===== config.mk =====
export PLATFORM = sky130hd
export DESIGN_NAME = multicycle_controller
export DESIGN_NICKNAME = d
export VERILOG_FILES = /design/src/rtl/riscv_ctrl_pkg.sv /design/src/rtl/imm_src_decoder.sv /design/src/rtl/multicycle_controller.sv
export SDC_FILE = /design/constraint.sdc
export NUM_CORES = 1
export LEC_CHECK = 0
export BUFFER_PORTS_ARGS = -buffer_cell sky130_fd_sc_hd__buf_2
export CAP_MARGIN = 30
export CELL_PAD_IN_SITES_DETAIL_PLACEMENT = 2
export CELL_PAD_IN_SITES_GLOBAL_PLACEMENT = 2
export CORE_MARGIN = 1
export CORE_UTILIZATION = 23
export DETAILED_ROUTE_END_ITERATION = 10
export GPL_ROUTABILITY_DRIVEN = 0
export PLACE_DENSITY = 0.78
export SYNTH_ARGS = -nofsm -noshare
export SYNTH_HDL_FRONTEND = slang
export SYNTH_HIERARCHICAL = 1
export SYNTH_SLANG_ARGS = --single-unit

===== constraint.sdc =====
create_clock -name clk -period 1.44 [get_ports clk]
set_input_delay 0.144 -clock clk [delete_from_list [all_inputs] [get_ports clk]]
set_output_delay 0.144 -clock clk [all_outputs]
set_load 0.01 [all_outputs]

===== src/rtl/riscv_ctrl_pkg.sv =====
// rtl/riscv_ctrl_pkg.sv - opcodes, FSM states and datapath select encodings shared by the controllers
package riscv_ctrl_pkg;

  localparam logic [6:0] OP_LW   = 7'b0000011;
  localparam logic [6:0] OP_SW   = 7'b0100011;
  localparam logic [6:0] OP_R    = 7'b0110011;
  localparam logic [6:0] OP_IALU = 7'b0010011;
  localparam logic [6:0] OP_BEQ  = 7'b1100011;
  localparam logic [6:0] OP_JAL  = 7'b1101111;

  typedef enum logic [3:0] {
    S_FETCH    = 4'd0,
    S_DECODE   = 4'd1,
    S_MEMADR   = 4'd2,
    S_MEMREAD  = 4'd3,
    S_MEMWB    = 4'd4,
    S_MEMWRITE = 4'd5,
    S_EXECR    = 4'd6,
    S_EXECI    = 4'd7,
    S_ALUWB    = 4'd8,
    S_BEQ      = 4'd9,
    S_JAL      = 4'd10
  } state_e;

  localparam logic [1:0] RES_ALUOUT    = 2'b00;
  localparam logic [1:0] RES_DATA      = 2'b01;
  localparam logic [1:0] RES_ALURESULT = 2'b10;

  localparam logic [1:0] SRCA_PC    = 2'b00;
  localparam logic [1:0] SRCA_OLDPC = 2'b01;
  localparam logic [1:0] SRCA_RS1   = 2'b10;

  localparam logic [1:0] SRCB_RS2  = 2'b00;
  localparam logic [1:0] SRCB_IMM  = 2'b01;
  localparam logic [1:0] SRCB_FOUR = 2'b10;

  localparam logic [1:0] ALUOP_ADD   = 2'b00;
  localparam logic [1:0] ALUOP_SUB   = 2'b01;
  localparam logic [1:0] ALUOP_FUNCT = 2'b10;

  localparam logic [1:0] IMM_I = 2'b00;
  localparam logic [1:0] IMM_S = 2'b01;
  localparam logic [1:0] IMM_B = 2'b10;
  localparam logic [1:0] IMM_J = 2'b11;

  function automatic logic op_supported(input logic [6:0] op);
    return (op == OP_LW) || (op == OP_SW) || (op == OP_R) ||
           (op == OP_IALU) || (op == OP_BEQ) || (op == OP_JAL);
  endfunction

endpackage


===== src/rtl/imm_src_decoder.sv =====
// rtl/imm_src_decoder.sv - opcode to immediate-format select, shared with the single-cycle build
module imm_src_decoder
  import riscv_ctrl_pkg::*;
(
  input  logic [6:0] op_i,
  output logic [1:0] imm_src_o
);

  always_comb begin
    imm_src_o = IMM_I;
    case (op_i)
      OP_SW:   imm_src_o = IMM_S;
      OP_BEQ:  imm_src_o = IMM_B;
      OP_JAL:  imm_src_o = IMM_J;
      default: imm_src_o = IMM_I;
    endcase
  end

endmodule


===== src/rtl/multicycle_controller.sv =====
// rtl/multicycle_controller.sv - Moore control FSM sequencing the shared-ALU multi-cycle datapath
module multicycle_controller
  import riscv_ctrl_pkg::*;
(
  input  logic       clk,
  input  logic       rst_n,
  input  logic [6:0] op,
  input  logic       zero,
  input  logic       mem_ready,
  output logic       PCWrite,
  output logic       AdrSrc,
  output logic       MemWrite,
  output logic       IRWrite,
  output logic [1:0] ResultSrc,
  output logic [1:0] ALUSrcA,
  output logic [1:0] ALUSrcB,
  output logic       RegWrite,
  output logic [1:0] ALUOp,
  output logic [1:0] ImmSrc,
  output logic       illegal
);

  state_e state_q, state_d;
  logic   pc_write, mem_write, ir_write, reg_write, illegal_raw;

  always_ff @(posedge clk or negedge rst_n) begin
    if (!rst_n) state_q <= S_FETCH;
    else        state_q <= state_d;
  end

  always_comb begin
    state_d     = S_FETCH;
    pc_write    = 1'b0;
    AdrSrc      = 1'b0;
    mem_write   = 1'b0;
    ir_write    = 1'b0;
    ResultSrc   = RES_ALUOUT;
    ALUSrcA     = SRCA_PC;
    ALUSrcB     = SRCB_RS2;
    reg_write   = 1'b0;
    ALUOp       = ALUOP_ADD;
    illegal_raw = 1'b0;
    case (state_q)
      S_FETCH: begin
        ALUSrcB   = SRCB_FOUR;
        ResultSrc = RES_ALURESULT;
        ir_write  = mem_ready;
        pc_write  = mem_ready;
        state_d   = mem_ready ? S_DECODE : S_FETCH;
      end
      S_DECODE: begin
        ALUSrcA = SRCA_OLDPC;
        ALUSrcB = SRCB_IMM;
        case (op)
          OP_LW, OP_SW: state_d = S_MEMADR;
          OP_R:         state_d = S_EXECR;
          OP_IALU:      state_d = S_EXECI;
          OP_BEQ:       state_d = S_BEQ;
          OP_JAL:       state_d = S_JAL;
          default:      state_d = S_FETCH;
        endcase
        illegal_raw = !op_supported(op);
      end
      S_MEMADR: begin
        ALUSrcA = SRCA_RS1;
        ALUSrcB = SRCB_IMM;
        state_d = (op == OP_LW) ? S_MEMREAD : S_MEMWRITE;
      end
      S_MEMREAD: begin
        AdrSrc  = 1'b1;
        state_d = mem_ready ? S_MEMWB : S_MEMREAD;
      end
      S_MEMWB: begin
        ResultSrc = RES_DATA;
        reg_write = 1'b1;
      end
      S_MEMWRITE: begin
        AdrSrc    = 1'b1;
        mem_write = 1'b1;
        state_d   = mem_ready ? S_FETCH : S_MEMWRITE;
      end
      S_EXECR: begin
        ALUSrcA = SRCA_RS1;
        ALUOp   = ALUOP_FUNCT;
        state_d = S_ALUWB;
      end
      S_EXECI: begin
        ALUSrcA = SRCA_RS1;
        ALUSrcB = SRCB_IMM;
        ALUOp   = ALUOP_FUNCT;
        state_d = S_ALUWB;
      end
      S_ALUWB: reg_write = 1'b1;
      S_BEQ: begin
        ALUSrcA  = SRCA_RS1;
        ALUOp    = ALUOP_SUB;
        pc_write = zero;
      end
      S_JAL: begin
        // ALUOut captures OldPC+4 here so ALUWB can write the link register.
        ALUSrcA  = SRCA_OLDPC;
        ALUSrcB  = SRCB_FOUR;
        pc_write = 1'b1;
        state_d  = S_ALUWB;
      end
      default: state_d = S_FETCH;
    endcase
  end

  // Strobes are gated by reset directly so an abort cannot leak a write.
  assign PCWrite  = pc_write    & rst_n;
  assign MemWrite = mem_write   & rst_n;
  assign IRWrite  = ir_write    & rst_n;
  assign RegWrite = reg_write   & rst_n;
  assign illegal  = illegal_raw & rst_n;

  imm_src_decoder u_imm_src_decoder (
    .op_i      (op),
    .imm_src_o (ImmSrc)
  );

endmodule


## Yosys cells after proc, flatten, opt, wreduce, memory -nomap -nowiden

Index checks and enable logic that the tools add are counted.

| word-level totals | value |
|---|---|
| register bits | 4 |
| input bits | 11 |
| output and inout port bits | 16 |

| operators by class | value |
|---|---|
| bitwise logic cells | 5 |
| reduce and logical (&&, ||, !) cells | 16 |
| equality and inequality tests | 16 |
| mux-type cells | 17 |

Operator list:

| cell | count |
|---|---|
| case mux 4 bit (6 select lines) | 1 |
| case mux 4 bit (5 select lines) | 1 |
| == test 4 x 3 -> 1 bit, second input constant | 4 |
| case mux 2 bit (2 select lines) | 4 |
| == test 7 x 6 -> 1 bit, second input constant | 2 |
| == test 7 bit, second input constant | 2 |
| == test 4 bit, second input constant | 3 |
| OR reduction 2 bit | 6 |
| 2-to-1 mux 3 bit | 3 |
| == test 4 x 2 -> 1 bit, second input constant | 2 |
| == test 7 x 2 -> 1 bit, second input constant | 1 |
| == test 7 x 5 -> 1 bit, second input constant | 1 |
| 2-to-1 mux 1 bit | 6 |
| case mux 2 bit (3 select lines) | 1 |
| OR reduction 3 bit | 2 |
| bitwise AND 1 bit | 5 |
| logical OR 1 bit | 5 |
| == test 4 x 1 -> 1 bit, second input constant | 1 |
| zero test 4 bit | 1 |
| OR reduction 4 bit | 1 |
| case mux 1 bit (3 select lines) | 1 |
| zero test 1 bit | 1 |

## Depth between registers and ports, before layout

Gate-level depths: netlist of the first run.

| depth | value |
|---|---|
| word-level depth | 9 |
| depth in mapped cells | 5 |
| gate-level depth less buffers | 4 |

## Modules after synthesis

The synthesis of the first run kept the hierarchy.

Modules (own cells, without submodules):

| module | area an instance (um^2) | cells an instance | instances | seq. area each (um^2) |
|---|---|---|---|---|
| multicycle_controller | 565.5 | 78 | 1 | 100.1 |
| imm_src_decoder | 43.8 | 6 | 1 | 0.0 |

## Worst setup path before layout of the first run

Ideal clock, no wire load.

| path | value |
|---|---|
| kind | reg-to-output |
| from | register state_q[2] |
| to | output ALUSrcA[1] |
| data arrival time | 1.204 ns |
| stages on the path, launching flop included | 5 |
| path slack | 0.092 ns |
| cell sequence | dfrtp_1 > buf_6 > nor2b_4 > and2_1 > or3_1 |

| between the ends | value |
|---|---|
| word-level cells in the longest chain between the ends | 3 |

RTL lines:

| what | line | text |
|---|---|---|
| start, declared | multicycle_controller.sv:23 | `state_e state_q, state_d;` |
| start signal, assigned | multicycle_controller.sv:28 | `else state_q <= state_d;` |
| == test 4 bit, or another cell as far along | multicycle_controller.sv:43 | `case (state_q)` |
| OR reduction 4 bit (no source line) / OR reduction 2 bit (equally long branches) | n/a |  |
| case mux 2 bit (2 select lines) (*) | multicycle_controller.sv:43 |  |
| end, declared | multicycle_controller.sv:15 | `output logic [1:0] ALUSrcA,` |

Every way passes the cells marked *; elsewhere a longest branch is shown, timed or not.

## Worst setup path after layout of the first run

| path | value |
|---|---|
| from | register state_q[0] |
| to | output IRWrite |

| between the ends | value |
|---|---|
| word-level cells in the longest chain between the ends | 3 |

RTL lines:

| what | line | text |
|---|---|---|
| zero test 4 bit | multicycle_controller.sv:43 |  |
| 2-to-1 mux 1 bit | multicycle_controller.sv:43 |  |
| bitwise AND 1 bit | multicycle_controller.sv:113 | `assign IRWrite = ir_write & rst_n;` |
| end, declared | multicycle_controller.sv:13 | `output logic IRWrite,` |

No other way between the ends.

==> results of run 1 <==
==> what timing repair did <==
action | in CTS | in global routing
resized for setup | 13 | 6
setup endpoints to repair | 11 | 12
endpoints found under the hold margin | 4 | 0
pin swaps | 4 | 6
hold buffers | 1 | 0
buffers inserted | 4 | 1
==> metrics by stage <==
| stage | power [mW] | hold WS (ns) |
|---|---|---|
| floorplan | 0.230 | -0.152 |
| global placement | 0.314 | -0.0117 |
| detailed placement | 0.326 | -0.0143 |
| CTS | 0.496 | 0.206 |
| global route | 0.544 | 0.216 |
| finish | 0.513 | 0.199 |
==> cell type report <==
type                       instances  area (um2)
inverter                           2        7.51
timing repair buffer              44         290
sequential                         4         104
multi-input combinational         70         505
tap                               30        37.5
fill                             294        1530
clock buffer                       3        22.5
==> cell families (layout without fill, tap and decap cells) <==
| kind of cell | count (synthesis) | in the layout | synth area share |
|---|---|---|---|
| AOI/OAI and AO/OA | 18 | 18 | 0.183 |
| and+or+nand+nor | 47 | 47 | 0.493 |
| xor gates and xnor gates | 5 | 5 | 0.0719 |
| buffers and inverters | 10 | 49 | 0.0883 |
| DFF | 4 | 4 | 0.164 |
==> cell usage in the layout (no fill, tap or decap), types with 4 or more instances in the layout <==
cell,instances
nand3_1,4
buf_2,26
buf_4,11
buf_6,6
nor3_1,4
o21ai_0,4
nor2_1,5
nand2_1,5
==> worst register-to-register path, stage by stage, from the launching register on <==
cell     delay [ns]
dfrtp_2        0.45
buf_4          0.16
nor4b_4        0.29
buf_4          0.17
a31oi_1        0.07
o31ai_1        0.09
==> where the power goes <==
group          switching, mW  internal [mW]
sequential           0.00914          0.118
clock                 0.0506         0.0935
combinational          0.124          0.117
total                  0.184          0.329
==> final timing paths <==
check	cells past startpoint	start	end	slack, ns
worst max-delay path	5	state_q[0]$_DFF_PN0_	IRWrite	-0.14
worst min-delay path	3	op[5]	state_q[2]$_DFF_PN0_	0.20
worst max register to register	5	state_q[0]$_DFF_PN0_	state_q[1]$_DFF_PN0_	0.11
worst min register to register	2	state_q[3]$_DFF_PN0_	state_q[0]$_DFF_PN0_	0.72
max in group asynchronous	2	rst_n	state_q[3]$_DFF_PN0_	0.88
min in group asynchronous	2	rst_n	state_q[2]$_DFF_PN0_	0.36
==> per-layer routing <==
layer / track usage / vias to the layer above / part of all wire
met5: 0 / - / 0
met4: 0.0921 / 0 / 0.0099
met3: 0.0115 / 4 / 0.025
met2: 0.404 / 21 / 0.57
met1: 0.211 / 371 / 0.40
li1: - / 391 / -
==> flow_summary.toml, run 1 <==
[drt]
drc = 0
route.vias.total = 787
drt_iter0_drc = 6
routedWlPerCell_um = 17.1
ant_nets = 0
drt_wl_total_um = 2620
viasPerCell = 5.14
drt_first_pass_iters = 2

[global_route]
grt_pass1_vias = 840
antenna_found_initial = 0
gr-total-overflow = 0
grt_max_degree = 10
grt_pass1_wl_um = 4090
track_usage = 0.204

[critical_path]
slowest_stage = "dfrtp_2"
crit_family = "flip-flops"
cp_max_fo = 8
worstSetupEndpointType = "output pin"
start_kind = "flop"
crit_required_ns = 1.30
path_buf_inv = 2
path_class = "flop to output pin"
critPathMaxStageDelay_ns = 0.45
crit_chain = "buf_4 -> nor2_1 -> nand2_1 -> nor4_1 -> buf_2"
cp.arrival_ns = 1.44

[floorplanning]
die-area_um2 = 2860
rows = 18
core_um2 = 2500
die_y_um = 53.5
die_w_um = 53.5
start_util = 0.244
io_pins = 27

[sta]
finalCritPeriodShare = 1.10
setup_viol = 10
slew_viol_final = 0
max_freq_mhz = 633
fin_ws_ns = -0.141
fin_crit_ns = 1.58
hold_violations = 0
fin_tns_setup_ns = -0.676
finalClockSkew_ns = 0.00162
rsz0062_at_grt = "yes"
max_slew.worst_pin.slew_ns = 0.416
relSlewSlack = 0.720

[clock_network]
cts_inserted_buffers = 3
clk_latency_ns = 0.24
htree_levels = 1
ctsRootBufferMaster = "clkbuf_4"
cts_buffer_depth = 2
clk_pin_slew_ns = 0.04
cts_tree = "built"
cts.sinks = 4

[outcome]
status = "finished with violations"
violations = "setup timing"

[cells_and_area]
num_antenna_cells = 0
layout_top_registers = "state_q (4)"
largest_reg_flops = 4
final_cell_area_um2 = 967
final_nets = 136
utilization = 0.387
regMostFlops = "state_q"
instances_no_fill = 153
drive_above_1_share = 0.480
syn_to_final_growth_pct = 58.7

[yosys]
netlist_instances = 84
synth_cell_types = 38
yosys_warnings = 6
synth-edff-count = 0
postSynth.asyncResetShare = 1.00
synth-seq-cells = 4
synthFlopType = "dfrtp_1"
synth_most_common_cell = "buf_2"
netlist_area_um2 = 609
yosysTopAreaCell = "dfrtp_1"
synth_common_cells = "buf_2, nor2_1, nand2_1"
ys_seq_area_frac = 0.164
synth_top_area_frac = 0.164
yosys-top-cells-area = "dfrtp_1, buf_2, xnor2_1"
synth.avg_cell_area_um2 = 7.25
synth_nets = 95

[placement]
pre_cts_ws_ns = 0.0546
placed_area_um2 = 821
hpwlAfterDp_um = 1920
dpl.cell_count = 144
port-buffer-count = 26

[power_and_ir_drop]
powerDensity_nw_per_um2 = 530
peakVddDrop_uv = 200
leakage_nw = 0.447

[flow_run]
maxCapViolations = 0

[hold_path]
hold_class = "input pin to flop"
(Power assumes the default switching activity.)
==> run 2, diff against run 1 <==
Settings changed: CELL_PAD_IN_SITES_DETAIL_PLACEMENT 2 to 1, CELL_PAD_IN_SITES_GLOBAL_PLACEMENT 2 to 1, CORE_UTILIZATION 23 to 31, PLACE_DENSITY 0.78 to 0.8.
==> run 2 against run 1 <==
  * The flow still finishes with violations (setup timing)
  * Utilization increased by 20 points
  * Worst hold slack better by 0.062 ns
  * Sequential share of layout area decreased by 0.87 points
  * Final cell count is the same
  * Count of clock-buffer cells in the layout unchanged
  * Critical endpoint is now ALUSrcA[1]
  * Largest power group unchanged
  * Highest routed layer unchanged
==> flow_summary.toml, run 2 (same netlist as run 1, synthesis figures left out) <==
[sta]
whs_ns = 0.261
fin_crit_ns = 1.63
rsz0062_at_grt = "yes"
max_slew.worst_pin.slew_ns = 0.539
slew_viol_final = 0
max_freq_mhz = 615
hold_violations = 0
setup_viol = 14
finalClockSkew_ns = 0.00901
finalCritPeriodShare = 1.13
fin_ws_ns = -0.186
relSlewSlack = 0.637

[clock_network]
clk_latency_ns = 0.25
cts_buffer_depth = 2
clk_pin_slew_ns = 0.04
cts_inserted_buffers = 3
cts_tree = "built"
ctsRootBufferMaster = "clkbuf_4"
cts.sinks = 4
htree_levels = 1

[critical_path]
ff2ff_path_depth = 6
cp.arrival_ns = 1.48
path_class = "flop to output pin"
reg2reg_to = "state_q[2]$_DFF_PN0_"
start_kind = "flop"
worstSetupEndpointType = "output pin"
crit_required_ns = 1.30
r2r-start = "state_q[1]$_DFF_PN0_"
cp_max_fo = 7
r2r_slack_ns = -0.09
cp-startpoint = "state_q[3]$_DFF_PN0_"
endpoint = "ALUSrcA[1]"

[power_and_ir_drop]
powerDensity_nw_per_um2 = 494
peakVddDrop_uv = 217
leakage_nw = 0.503
power_mw = 0.520

[cells_and_area]
num_antenna_cells = 0
drive_above_1_share = 0.586
regMostFlops = "state_q"
instances_no_fill = 153
fillers = 227
layout_top_registers = "state_q (4)"
final_nets = 141
syn_to_final_growth_pct = 72.7
utilization = 0.590
final_cell_area_um2 = 1050
final_common_cell = "buf_2"
final_cell_mix = "buf_2, buf_4, nand2_1, nand3_1"
largest_reg_flops = 4

[floorplanning]
die_w_um = 46.3
core_um2 = 1780
die-area_um2 = 2150
rows = 15
die_y_um = 46.3
io_pins = 27
start_util = 0.342

[global_route]
antenna_found_initial = 0
track_usage = 0.296
grt_max_degree = 10
grt_pass1_wl_um = 4460
gr-total-overflow = 0
grt_pass1_vias = 927

[hold_path]
hold_class = "input pin to flop"

[outcome]
violations = "setup timing"
status = "finished with violations"

[placement]
dpl.cell_count = 136
port-buffer-count = 26
hpwlAfterDp_um = 1620
placed_area_um2 = 817

[flow_run]
maxCapViolations = 0

[drt]
drt_first_pass_iters = 4
drt_iter0_drc = 34
route.vias.total = 878
drt_wl_total_um = 3080
drc = 0
ant_nets = 0
viasPerCell = 5.74
routedWlPerCell_um = 20.1
[run 2: repair_timing]
item	CTS	global route
setup buffers	10	3
pin swaps	5	5
resized for setup	16	13
endpoints found under the hold margin	4	0
setup endpoints to repair	12	15
hold buffers	1	0
[run 2: final cells by class]
type / count / area (um2) / share of cell area
flip-flops and latches: 4 / 104 / 0.0987
multi-input cells: 70 / 539 / 0.512
clock buffers: 3 / 22.5 / 0.0214
well taps: 25 / 31.3 / 0.0297
inverters: 2 / 10.0 / 0.00951
repair buffers: 49 / 345 / 0.328
[run 2: worst min-delay path by stage]
stage	start	to	slack, ns	cells after the start
finish	op[5]	state_q[2]$_DFF_PN0_	0.26	3
global route	op[5]	state_q[2]$_DFF_PN0_	0.27	3
CTS	op[5]	state_q[2]$_DFF_PN0_	0.21	3
detailed placement	rst_n	state_q[1]$_DFF_PN0_	-0.02	1
global placement	rst_n	state_q[1]$_DFF_PN0_	-0.02	1
floorplan	rst_n	state_q[0]$_DFF_PN0_	-0.15	0
[run 2: routing by layer]
metal	track usage	routed length [um]	up-vias
li1	-	-	401
met1	0.335	1240	433
met2	0.511	1590	30
met3	0.0314	105	14
met4	0.200	141	0
met5	0	0	-
[run 2: power breakdown]
group	total (mW)	internal, mW	switching (mW)	leakage (nW)
registers	0.129	0.118	0.0107	0.0494
logic	0.245	0.114	0.130	0.440
clock network	0.147	0.0936	0.0529	0.0138
[run 2: metrics by stage]
stage | setup slack [ns] | setup TNS [ns]
after floorplan | 0.0918 | 0
after global placement | 0.0628 | 0
after detailed placement | 0.0434 | 0
after CTS | -0.144 | -0.936
after global routing | -0.215 | -1.79
final | -0.186 | -1.37
[run 2: critical path: stages, from the launching register on]
cell and delay, ns:
dfrtp_2 0.45, buf_12 0.16, nand2b_4 0.07, nor2_2 0.05, or3_1 0.37, buf_2 0.15
==> run 3, diff against run 2 <==
Settings changed: CORE_UTILIZATION 31 to 33, PLACE_DENSITY 0.8 to 0.84, SKIP_LAST_GASP set to 1.
Clock period 1.44 ns to 2.1 ns, I/O delays scaled along.
==> run 3 against run 2 <==
  * The flow finishes with violations (DRC)
  * Count of clock-buffer cells in the layout unchanged
  * Register-to-register slack improved by 0.72 ns
  * Design area decreased by 27%
  * Global-route usage decreased by 9.9 points
  * Sequential cell count unchanged
  * Worst setup slack improved by 0.36 ns
  * Final cell count decreased by 14%
  * Critical endpoint unchanged
==> flow_summary.toml, run 3 (same netlist as run 1, synthesis figures left out) <==
[outcome]
status = "finished with violations"
violations = "DRC"

[clock_network]
cts_tree = "built"
cts_setup_buffers = 0
ctsRootBufferMaster = "clkbuf_4"
cts.sinks = 4
clk_latency_ns = 0.24
cts_buffer_depth = 2
cts_inserted_buffers = 3
clk_pin_slew_ns = 0.04
htree_levels = 1

[power_and_ir_drop]
switching_share = 0.348
power_frac_comb = 0.360
peakVddDrop_uv = 216
p_seq_frac = 0.316
clkPwrFrac = 0.324
power_mw = 0.297
leakage_nw = 0.360
p_sw_mw = 0.103
powerDensity_nw_per_um2 = 389
p_int_mw = 0.194

[cells_and_area]
instances_no_fill = 132
largest_reg_flops = 4
drive_above_1_share = 0.318
num_antenna_cells = 0
final_cell_area_um2 = 764
final_nets = 120
syn_to_final_growth_pct = 25.5
final_common_cell = "buf_2"
regMostFlops = "state_q"
fillers = 247
utilization = 0.443
layout_top_registers = "state_q (4)"
final_cell_mix = "buf_2, nor2_1, nand2_1"

[global_route]
antenna_found_initial = 0
gr-total-overflow = 0
grt_pass1_wl_um = 2830
grt_max_degree = 19
grt_pass1_vias = 599
track_usage = 0.197

[critical_path]
cp_max_fo = 17
r2r-start = "state_q[2]$_DFF_PN0_"
start_kind = "flop"
path_class = "flop to output pin"
r2r_slack_ns = 0.63
ff2ff_path_depth = 4
reg2reg_to = "state_q[1]$_DFF_PN0_"
worstSetupEndpointType = "output pin"
crit_required_ns = 1.89
cp.arrival_ns = 1.72

[sta]
finalClockSkew_ns = 0.00135
fin_ws_ns = 0.175
fin_tns_setup_ns = 0
max_freq_mhz = 519
hold_violations = 0
max_slew.worst_pin.slew_ns = 0.622
setup_viol = 0
rsz0062_at_grt = "no"
relSlewSlack = 0.585
finalCritPeriodShare = 0.917
fin_crit_ns = 1.93
whs_ns = 0.265
slew_viol_final = 0

[floorplanning]
rows = 15
die-area_um2 = 2020
die_y_um = 45.0
die_w_um = 45.0
core_um2 = 1730
io_pins = 27
start_util = 0.353

[hold_path]
whs_path_depth = 3
min_to = "state_q[2]$_DFF_PN0_"
worst_hold_startpoint = "op[5]"
hold_class = "input pin to flop"

[placement]
port-buffer-count = 26
placed_area_um2 = 732
dpl.cell_count = 128
hpwlAfterDp_um = 1340
pre_cts_ws_ns = 0.430

[drt]
viasPerCell = 5.35
drc = 1
drt_wl_total_um = 1740
routedWlPerCell_um = 13.2
ant_nets = 0
route.vias.total = 706
drt_iter0_drc = 13
drt_first_pass_iters = 7

[flow_run]
maxCapViolations = 0
[run 3: worst max path at each step]
stage	depth (start not counted)	endpoint	slack, ns	start
finish	4	ALUSrcA[1]	0.17	state_q[3]$_DFF_PN0_
detailed placement	4	ALUSrcA[1]	0.43	state_q[3]$_DFF_PN0_
floorplan	4	ALUSrcA[1]	0.69	state_q[2]$_DFF_PN0_
CTS	4	ALUSrcA[1]	0.17	state_q[3]$_DFF_PN0_
global route	3	ALUSrcA[1]	0.06	state_q[1]$_DFF_PN0_
global placement	4	ALUSrcA[1]	0.48	state_q[3]$_DFF_PN0_
[run 3: worst max-delay path, stage by stage (launching register included)]
cell and delay [ns]:
dfrtp_1 0.73, nor2b_4 0.08, and2_1 0.18, or3_1 0.35, buf_2 0.14
[run 3: timing repair]
item,4_1_cts,5_1_grt
hold buffers,1,0
endpoints found under the hold margin,4,0
gates resized for setup,0,0
[run 3: final cells by class]
class	instances	area, um2	share of cell area
clock buffers	3	22.5	0.0295
flip-flops and latches	4	100	0.131
well taps	25	31.3	0.0409
multi-input cells	70	455	0.596
repair buffers	28	148	0.193
inverters	2	7.51	0.00982
[run 3: routing by layer]
| metal | vias to the layer above | share of wire | track usage |
|---|---|---|---|
| met5 | - | 0 | 0 |
| met3 | 2 | 0.046 | 0.0480 |
| met4 | 0 | 0.0057 | 0.0727 |
| met2 | 29 | 0.48 | 0.319 |
| li1 | 358 | - | - |
| met1 | 317 | 0.47 | 0.253 |
[run 3: power groups by stage]
stage,clock network (mW),logic [mW],registers (mW)
5_1_grt,0.105,0.119,0.0963
3_3_place_gp,0,0.102,0.0943
2_1_floorplan,0,0.0754,0.0823
6_report,0.0964,0.107,0.0940
3_5_place_dp,0,0.106,0.0948
4_1_cts,0.0984,0.108,0.0938
